--- src/rtl/uart_pkg.sv ---
// Shared UART types and constants: Gray-coded transmitter states, parity
// selectors and the prescale clamp applied when a frame is accepted.
package uart_pkg;

    typedef enum logic [2:0] {
        IDLE   = 3'b000,
        START  = 3'b001,
        DATA   = 3'b011,
        PARITY = 3'b010,
        STOP   = 3'b110
    } tx_state_t;

    localparam logic       PAR_EVEN     = 1'b0;
    localparam logic       PAR_ODD      = 1'b1;
    localparam logic [5:0] PRESCALE_MIN = 6'd2;

    // A bit period below two clocks would leave the edge counter no room to wrap.
    function automatic logic [5:0] eff_prescale(input logic [5:0] p);
        return (p < PRESCALE_MIN) ? PRESCALE_MIN : p;
    endfunction

endpackage

--- src/rtl/uart_tx_tick_cnt.sv ---
// Bit timing for the transmitter: an edge counter that wraps every prescale_i
// clocks and a data-bit index that advances on each wrap.
module uart_tx_tick_cnt #(
    parameter int DATA_WIDTH = 8,
    localparam int IDX_W = (DATA_WIDTH > 1) ? $clog2(DATA_WIDTH) : 1
) (
    input  logic             CLK,
    input  logic             RST,
    input  logic             en_i,
    input  logic             clr_i,
    input  logic [5:0]       prescale_i,
    output logic             bit_done_o,
    output logic [IDX_W-1:0] bit_idx_o
);

    logic [5:0]       edge_cnt_q;
    logic [IDX_W-1:0] bit_idx_q;

    assign bit_done_o = (edge_cnt_q == prescale_i - 6'd1);
    assign bit_idx_o  = bit_idx_q;

    // NOTE: state registers use non-blocking assignments so every flop samples
    // pre-edge values, independent of process ordering.
    always_ff @(posedge CLK or posedge RST) begin
        if (RST) begin
            edge_cnt_q <= '0;
            bit_idx_q  <= '0;
        end else if (clr_i) begin
            edge_cnt_q <= '0;
            bit_idx_q  <= '0;
        end else if (en_i) begin
            if (bit_done_o) begin
                edge_cnt_q <= '0;
                bit_idx_q  <= bit_idx_q + IDX_W'(1);
            end else begin
                edge_cnt_q <= edge_cnt_q + 6'd1;
            end
        end
    end

endmodule

--- src/rtl/uart_tx.sv ---
// UART transmitter: start bit, DATA_WIDTH data bits LSB first, optional parity,
// one stop bit. TX_OUT and Busy are driven straight from flops.
module uart_tx
    import uart_pkg::*;
#(
    parameter int DATA_WIDTH = 8
) (
    input  logic                  CLK,
    input  logic                  RST,
    input  logic [DATA_WIDTH-1:0] P_DATA,
    input  logic                  DATA_VALID,
    input  logic                  PAR_EN,
    input  logic                  PAR_TYP,
    input  logic [5:0]            Prescale,
    output logic                  TX_OUT,
    output logic                  Busy
);

    localparam int IDX_W = (DATA_WIDTH > 1) ? $clog2(DATA_WIDTH) : 1;
    localparam logic [IDX_W-1:0] LAST_IDX = IDX_W'(DATA_WIDTH - 1);

    tx_state_t             state_q, state_d;
    logic                  tx_q, tx_d;
    logic                  busy_q, busy_d;
    logic [DATA_WIDTH-1:0] data_q, data_d;
    logic                  par_en_q, par_en_d;
    logic                  parity_q, parity_d;
    logic [5:0]            prescale_q, prescale_d;

    logic                  bit_done;
    logic [IDX_W-1:0]      bit_idx;
    logic [IDX_W-1:0]      next_idx;
    logic                  cnt_en;
    logic                  cnt_clr;

    // The index is cleared as START ends so the first data bit is index 0.
    assign cnt_en   = (state_q != IDLE);
    assign cnt_clr  = (state_q == IDLE) || ((state_q == START) && bit_done);
    assign next_idx = bit_idx + IDX_W'(1);

    uart_tx_tick_cnt #(.DATA_WIDTH(DATA_WIDTH)) u_tick_cnt (
        .CLK        (CLK),
        .RST        (RST),
        .en_i       (cnt_en),
        .clr_i      (cnt_clr),
        .prescale_i (prescale_q),
        .bit_done_o (bit_done),
        .bit_idx_o  (bit_idx)
    );

    always_ff @(posedge CLK or posedge RST) begin
        if (RST) begin
            state_q    <= IDLE;
            tx_q       <= 1'b1;
            busy_q     <= 1'b0;
            data_q     <= '0;
            par_en_q   <= 1'b0;
            parity_q   <= 1'b0;
            prescale_q <= '0;
        end else begin
            state_q    <= state_d;
            tx_q       <= tx_d;
            busy_q     <= busy_d;
            data_q     <= data_d;
            par_en_q   <= par_en_d;
            parity_q   <= parity_d;
            prescale_q <= prescale_d;
        end
    end

    // NOTE: every signal is given a default before the case so no path leaves
    // it unassigned, which would otherwise infer a latch.
    always_comb begin
        state_d    = state_q;
        tx_d       = tx_q;
        busy_d     = busy_q;
        data_d     = data_q;
        par_en_d   = par_en_q;
        parity_d   = parity_q;
        prescale_d = prescale_q;

        unique case (state_q)
            IDLE: begin
                tx_d   = 1'b1;
                busy_d = 1'b0;
                if (DATA_VALID) begin
                    data_d     = P_DATA;
                    par_en_d   = PAR_EN;
                    parity_d   = (^P_DATA) ^ (PAR_TYP == PAR_ODD);
                    prescale_d = eff_prescale(Prescale);
                    tx_d       = 1'b0;
                    busy_d     = 1'b1;
                    state_d    = START;
                end
            end
            START: begin
                if (bit_done) begin
                    tx_d    = data_q[0];
                    state_d = DATA;
                end
            end
            DATA: begin
                if (bit_done) begin
                    if (bit_idx == LAST_IDX) begin
                        if (par_en_q) begin
                            tx_d    = parity_q;
                            state_d = PARITY;
                        end else begin
                            tx_d    = 1'b1;
                            state_d = STOP;
                        end
                    end else begin
                        tx_d = data_q[next_idx];
                    end
                end
            end
            PARITY: begin
                if (bit_done) begin
                    tx_d    = 1'b1;
                    state_d = STOP;
                end
            end
            STOP: begin
                if (bit_done) begin
                    busy_d  = 1'b0;
                    state_d = IDLE;
                end
            end
            default: begin
                tx_d    = 1'b1;
                busy_d  = 1'b0;
                state_d = IDLE;
            end
        endcase
    end

    assign TX_OUT = tx_q;
    assign Busy   = busy_q;

endmodule

--- config.mk ---
export PLATFORM = sky130hd
export DESIGN_NAME = uart_tx
export DESIGN_NICKNAME = d
export VERILOG_FILES = /design/src/rtl/uart_pkg.sv /design/src/rtl/uart_tx_tick_cnt.sv /design/src/rtl/uart_tx.sv
export SDC_FILE = /design/constraint.sdc
export NUM_CORES = 1
export LEC_CHECK = 0
export BUFFER_PORTS_ARGS = -buffer_cell sky130_fd_sc_hd__buf_4
export CORE_MARGIN = 8
export CORE_UTILIZATION = 50
export DETAILED_ROUTE_END_ITERATION = 8
export PLACE_DENSITY_LB_ADDON = 0.1
export SLEW_MARGIN = 20
export SYNTH_ARGS = -nofsm -noshare
export SYNTH_HDL_FRONTEND = slang
export SYNTH_HIERARCHICAL = 1
export SYNTH_SLANG_ARGS = --single-unit
export TNS_END_PERCENT = 1
--- constraint.sdc ---
create_clock -name CLK -period 4.3 [get_ports CLK]
set_clock_uncertainty 0.15 [all_clocks]
set_input_delay 0.86 -clock CLK [delete_from_list [all_inputs] [get_ports CLK]]
set_output_delay 0.86 -clock CLK [all_outputs]
set_load 0.02 [all_outputs]
# == Yosys cells after proc, flatten, opt, wreduce, memory -nomap -nowiden ==
# Cells that the tools add are included.
# Widths: inputs -> output; s select.
# totals
reg_bits,30
word_cells,69
output_inout_bits,2
in_bits,19
# op_classes
muxes,27
n_eq_ne,12
addsub,3
n_bitwise,3
n_lt_le_gt_ge,2
n_reduce_logical,13
# ops
cell,count
$mux 3,10
$mux 6,4
$pmux 3 s5,1
$ne 2x2->1 const B,6
$mux 1,9
$reduce_xor 8->1,1
$add 6x1->6 const B,1
$eq 3x2->1 const B,2
$eq 3x3->1 const B,2
$eq 6x6->1,1
$lt 6x2->1 const B,1
$reduce_and 2->1,3
$reduce_and 6->1,1
$sub 6x1->6 const B,1
$pmux 1 s5,1
$lt 3x4->1 const B,1
$reduce_and 4->1,1
$reduce_bool 2->1,2
$add 3x1->3 const B,1
$bmux 1 s3,1
$eq 3x1->1 const B,1
$logic_not 3->1,1
$pmux 1 s3,1
$reduce_bool 3->1,1
other kinds (5),6

# == Depth between registers and ports, before layout ==
# depth
ltp_word,6
ltp_mapped,12
ltp_nobuf,11

# == Cells and area by module ==
# The synthesis kept the hierarchy.
# modules_own_cells
mod,n_inst,cells_each,seq_area_each_um2,area_each_um2
uart_tx,1,88,526.8,1104.8
uart_tx_tick_cnt,1,71,225.2,658.1

# == Worst setup path after synthesis ==
# No wires, ideal clock.
# synth_path
kind,reg-to-reg
start,register prescale_q[0]
end,"register u_tick_cnt.bit_idx_q[0], in the netlist u_tick_cnt/bit_idx_o[0]"
period_less_slack_ps,2969
setup_time_ps,128
slack_ps,1331
n_path_buf,1
t_arrival_ps,2692
stages_incl_launch_ff,12
cell_sequence,dfrtp_1 inv_1 ha_1 or3b_1 a211oi_2 nand4_2 nor2_1 inv_1 a21boi_0 clkbuf_1 nor2_1 mux2_1
# synth_via
elab_chain_len,6
# synth_lines
item,line,rtl
from (decl),uart_tx.sv:28,"logic [5:0] prescale_q, prescale_d;"
from (signal assigned),uart_tx.sv:67,prescale_q <= prescale_d;
$sub 6x1->6 *,uart_tx_tick_cnt.sv:19,assign bit_done_o = (edge_cnt_q == prescale_i - 6'd1);
$eq 6x6->1 *,uart_tx_tick_cnt.sv:19,
net bit_done,uart_tx.sv:30,logic bit_done;
$logic_and 1x1->1 *,uart_tx.sv:38,assign cnt_clr = (state_q == IDLE) || ((state_q == START) && bit_done);
$logic_or 1x1->1 *,uart_tx.sv:38,
net cnt_clr,uart_tx.sv:34,logic cnt_clr;
$reduce_bool 2->1 (no line),--,
$reduce_and 2->1 (no line),--,
to (signal assigned),uart_tx_tick_cnt.sv:34,bit_idx_q <= bit_idx_q + IDX_W'(1);
to (decl),uart_tx_tick_cnt.sv:17,logic [IDX_W-1:0] bit_idx_q;
# Mark *: on every way through the listed nets, which the timed path passes. The rest lies on a longest branch.
# A chain may end at the register's enable or synchronous reset.

# == Worst setup path in the final report ==
# Same ends and word-level chain as after synthesis.

==> results.json <==
{
  "status": "finished clean",
  "drtIter0Drc": 92,
  "finalSetupViolCount": 0,
  "powerDensity_nw_per_um2": 513.4,
  "crit_type": "flip-flop to flip-flop",
  "root_buffer": "clkbuf_4",
  "die_height_um": 75.38,
  "cts_buffer_depth": 2,
  "postRouteAntennaNets": 0,
  "rr_worst_depth": 11,
  "start_kind": "flip-flop",
  "vdd_drop_max_v": 0.0002092,
  "grt_max_degree": 22,
  "path_depth": 11,
  "slew-limit-headroom_pct": 46.08,
  "worst_pin_slew_ns": 0.8080,
  "cts_tree": "done",
  "total_power_mw": 1.030,
  "slowest_delay_ns": 0.42,
  "cp_slowest_cell": "dfrtp_1",
  "drive_above_1_share_pct": 28.57,
  "hpwl_mm": 2.618,
  "post_cts_resized": 0,
  "r2r-end": "u_tick_cnt/bit_idx_o[0]",
  "arrival_ns": 3.10,
  "area_growth_pct": 13.84,
  "final.setup.worst_slack_ns": 1.274,
  "min_period_ns": 3.026,
  "tns_ns": 0,
  "period_share_pct": 70.36,
  "fmax_mhz": 330.5,
  "syn_inst": 159,
  "vias_per_cell": 5.496,
  "leakage_nw": 0.8910,
  "final_core_util_pct": 59.67,
  "synth-seq-area-share_pct": 42.65,
  "syn-num-nets": 183,
  "initial_utilization_pct": 52.42,
  "vias": 1253,
  "port_buffers": 20,
  "die_area_um2": 5682,
  "cp_num_buf_inv": 3,
  "insertion_delay_ns": 0.33,
  "critical_path.max_fanout": 12,
  "synth-async-reset-ratio_pct": 100.0,
  "finalNetCount": 205,
  "r2r_slack_ns": 1.27,
  "antenna_found_initial": 0,
  "grt_pass1_wl_mm": 6.354,
  "die_w_um": 75.38,
  "path_delay_family": "simple AND/OR/NAND/NOR gates",
  "io_pins": 21,
  "rsz0062_at_grt": "no",
  "worst_hold_slack_ns": 0.3382,
  "cts_hold_buf": 0,
  "gp_congestion": 0.8445,
  "grt_overflow": 0,
  "report.final.slew_viol_count": 0,
  "synth_flop_cell": "dfrtp_1",
  "fp-row-count": 21,
  "cts.htree.levels": 2,
  "cap_violations": 0,
  "worstReg2RegStart": "prescale_q[0]",
  "finalHoldViolations": 0,
  "synth_warnings": 6,
  "synth_cell_type_count": 49,
  "grt_pass1_vias": 1330,
  "drt_pass1_iterations": 4,
  "post-place-ws_ns": 1.283,
  "antenna_cells": 0,
  "drc": 0,
  "syn-cell-area_um2": 1763,
  "endpoint_kind": "flip-flop",
  "avgSynthCellArea_um2": 11.09,
  "synth-edff-count": 0,
  "cts_buffers": 5,
  "coreArea_um2": 3363,
  "synth.ff_latch_count": 30,
  "path_cells": "inv_1 > ha_1 > or3b_1 > a211oi_2 > nand4_2 > nor2_1 > inv_1 > a21boi_0 > buf_4 > nor2_1 > mux2_1",
  "clk_pin_slew_ns": 0.10,
  "wirelength_mm": 3.549,
  "wl_per_cell_um": 15.57,
  "postCtsSetupBuffers": 0,
  "clock-sinks": 30,
  "min_path_type": "primary input to asynchronous set/reset pin",
  "grt_use_total_pct": 14.80,
  "cp.required_ns": 4.38
}
==> cell usage in the layout, fill, tap and decap left out, types with 2 or more instances in the layout <==
cell type,n
nor2b_1,2
mux4_1,2
o21ai_0,6
nand3b_1,2
o31ai_1,2
o22ai_1,2
or3_4,2
nor4_2,2
mux2_2,14
dfrtp_1,29
nand3_1,3
and3_1,3
buf_4,21
nand2_1,2
xnor2_1,10
xor2_1,5
a21oi_1,4
ha_1,5
or4_1,3
nand2b_1,5
a31oi_1,2
clkbuf_4,5
inv_1,12
nor2_1,12
==> how the worst max path moves through the flow <==
stage / from / to / slack, ns
finish: prescale_q[0] / u_tick_cnt/bit_idx_o[0] / 1.27
CTS: prescale_q[0] / u_tick_cnt/bit_idx_o[0] / 1.27
detailed placement: prescale_q[0] / u_tick_cnt/bit_idx_o[0] / 1.28
global placement: prescale_q[0] / u_tick_cnt/bit_idx_o[0] / 1.39
floorplan: prescale_q[0] / u_tick_cnt/bit_idx_o[0] / 1.33
global route: prescale_q[0] / u_tick_cnt/bit_idx_o[0] / 1.08
==> report_power, final <==
group	internal, mW	leakage, nW	total, mW	switching (mW)
Sequential	0.362	0.363	0.460	0.0974
Combinational	0.215	0.493	0.392	0.176
Clock	0.0792	0.0353	0.179	0.0993
==> stage by stage <==
step,cells,cell area [um2]
final,228,2007
after global routing,228,2007
after CTS,228,2007
after detailed placement,220,1947
after global placement,220,1947
after floorplan,159,1763
==> final cells by class <==
class	instances	area (um2)
Sequential cell	30	752.0
Timing Repair Buffer	21	157.7
Clock inverter	1	5.005
Fill cell	312	1356
Clock buffer	7	55.05
Multi-Input combinational cell	111	934.6
Inverter	12	45.04
Tap cell	46	57.56
==> cells by family after synthesis <==
kind of cell | count (synthesis) | share of synthesized area [%]
muxes | 18 | 13.13
xor gates and xnor gates | 16 | 8.729
AOI/OAI and AO/OA | 28 | 11.29
and+or+nand+nor | 44 | 16.32
adders and majority gates | 5 | 3.549
buffers and inverters | 18 | 4.329
DFF | 30 | 42.65
==> synthesized netlist by cell type (4+ instances only) <==
cell | number | share of area (%)
inv_1 | 12 | 2.6
xor2_1 | 5 | 2.5
dfrtp_1 | 29 | 41
xnor2_1 | 10 | 5.0
a21oi_1 | 4 | 1.1
nand2b_1 | 5 | 1.8
o21ai_0 | 6 | 1.7
nor2_1 | 12 | 2.6
ha_1 | 5 | 3.5
clkbuf_1 | 4 | 0.85
mux2_2 | 14 | 8.9
==> worst register-to-register path, stage by stage, from the launching register on <==
cell      delay (ns)
dfrtp_1         0.42
inv_1           0.07
ha_1            0.21
or3b_1          0.38
a211oi_2        0.25
nand4_2         0.19
nor2_1          0.36
inv_1           0.13
a21boi_0        0.20
buf_4           0.21
nor2_1          0.05
mux2_1          0.29
==> routing by layer <==
layer  GRT usage, %  part of all wire (%)
met4          5.544                   1.1
met2          23.01                    47
met1          18.77                    48
met3          4.605                   4.0
met5              0                     0
==> state kept, by name (all words and copies together), names as in the netlist <==
register,cells
u_tick_cnt/bit_idx_o,3
data_q,8
state_q,3
u_tick_cnt/edge_cnt_q,6
parity_q,1
Busy,1
prescale_q,6
par_en_q,1
TX_OUT,1
(Power assumes the default switching activity.)
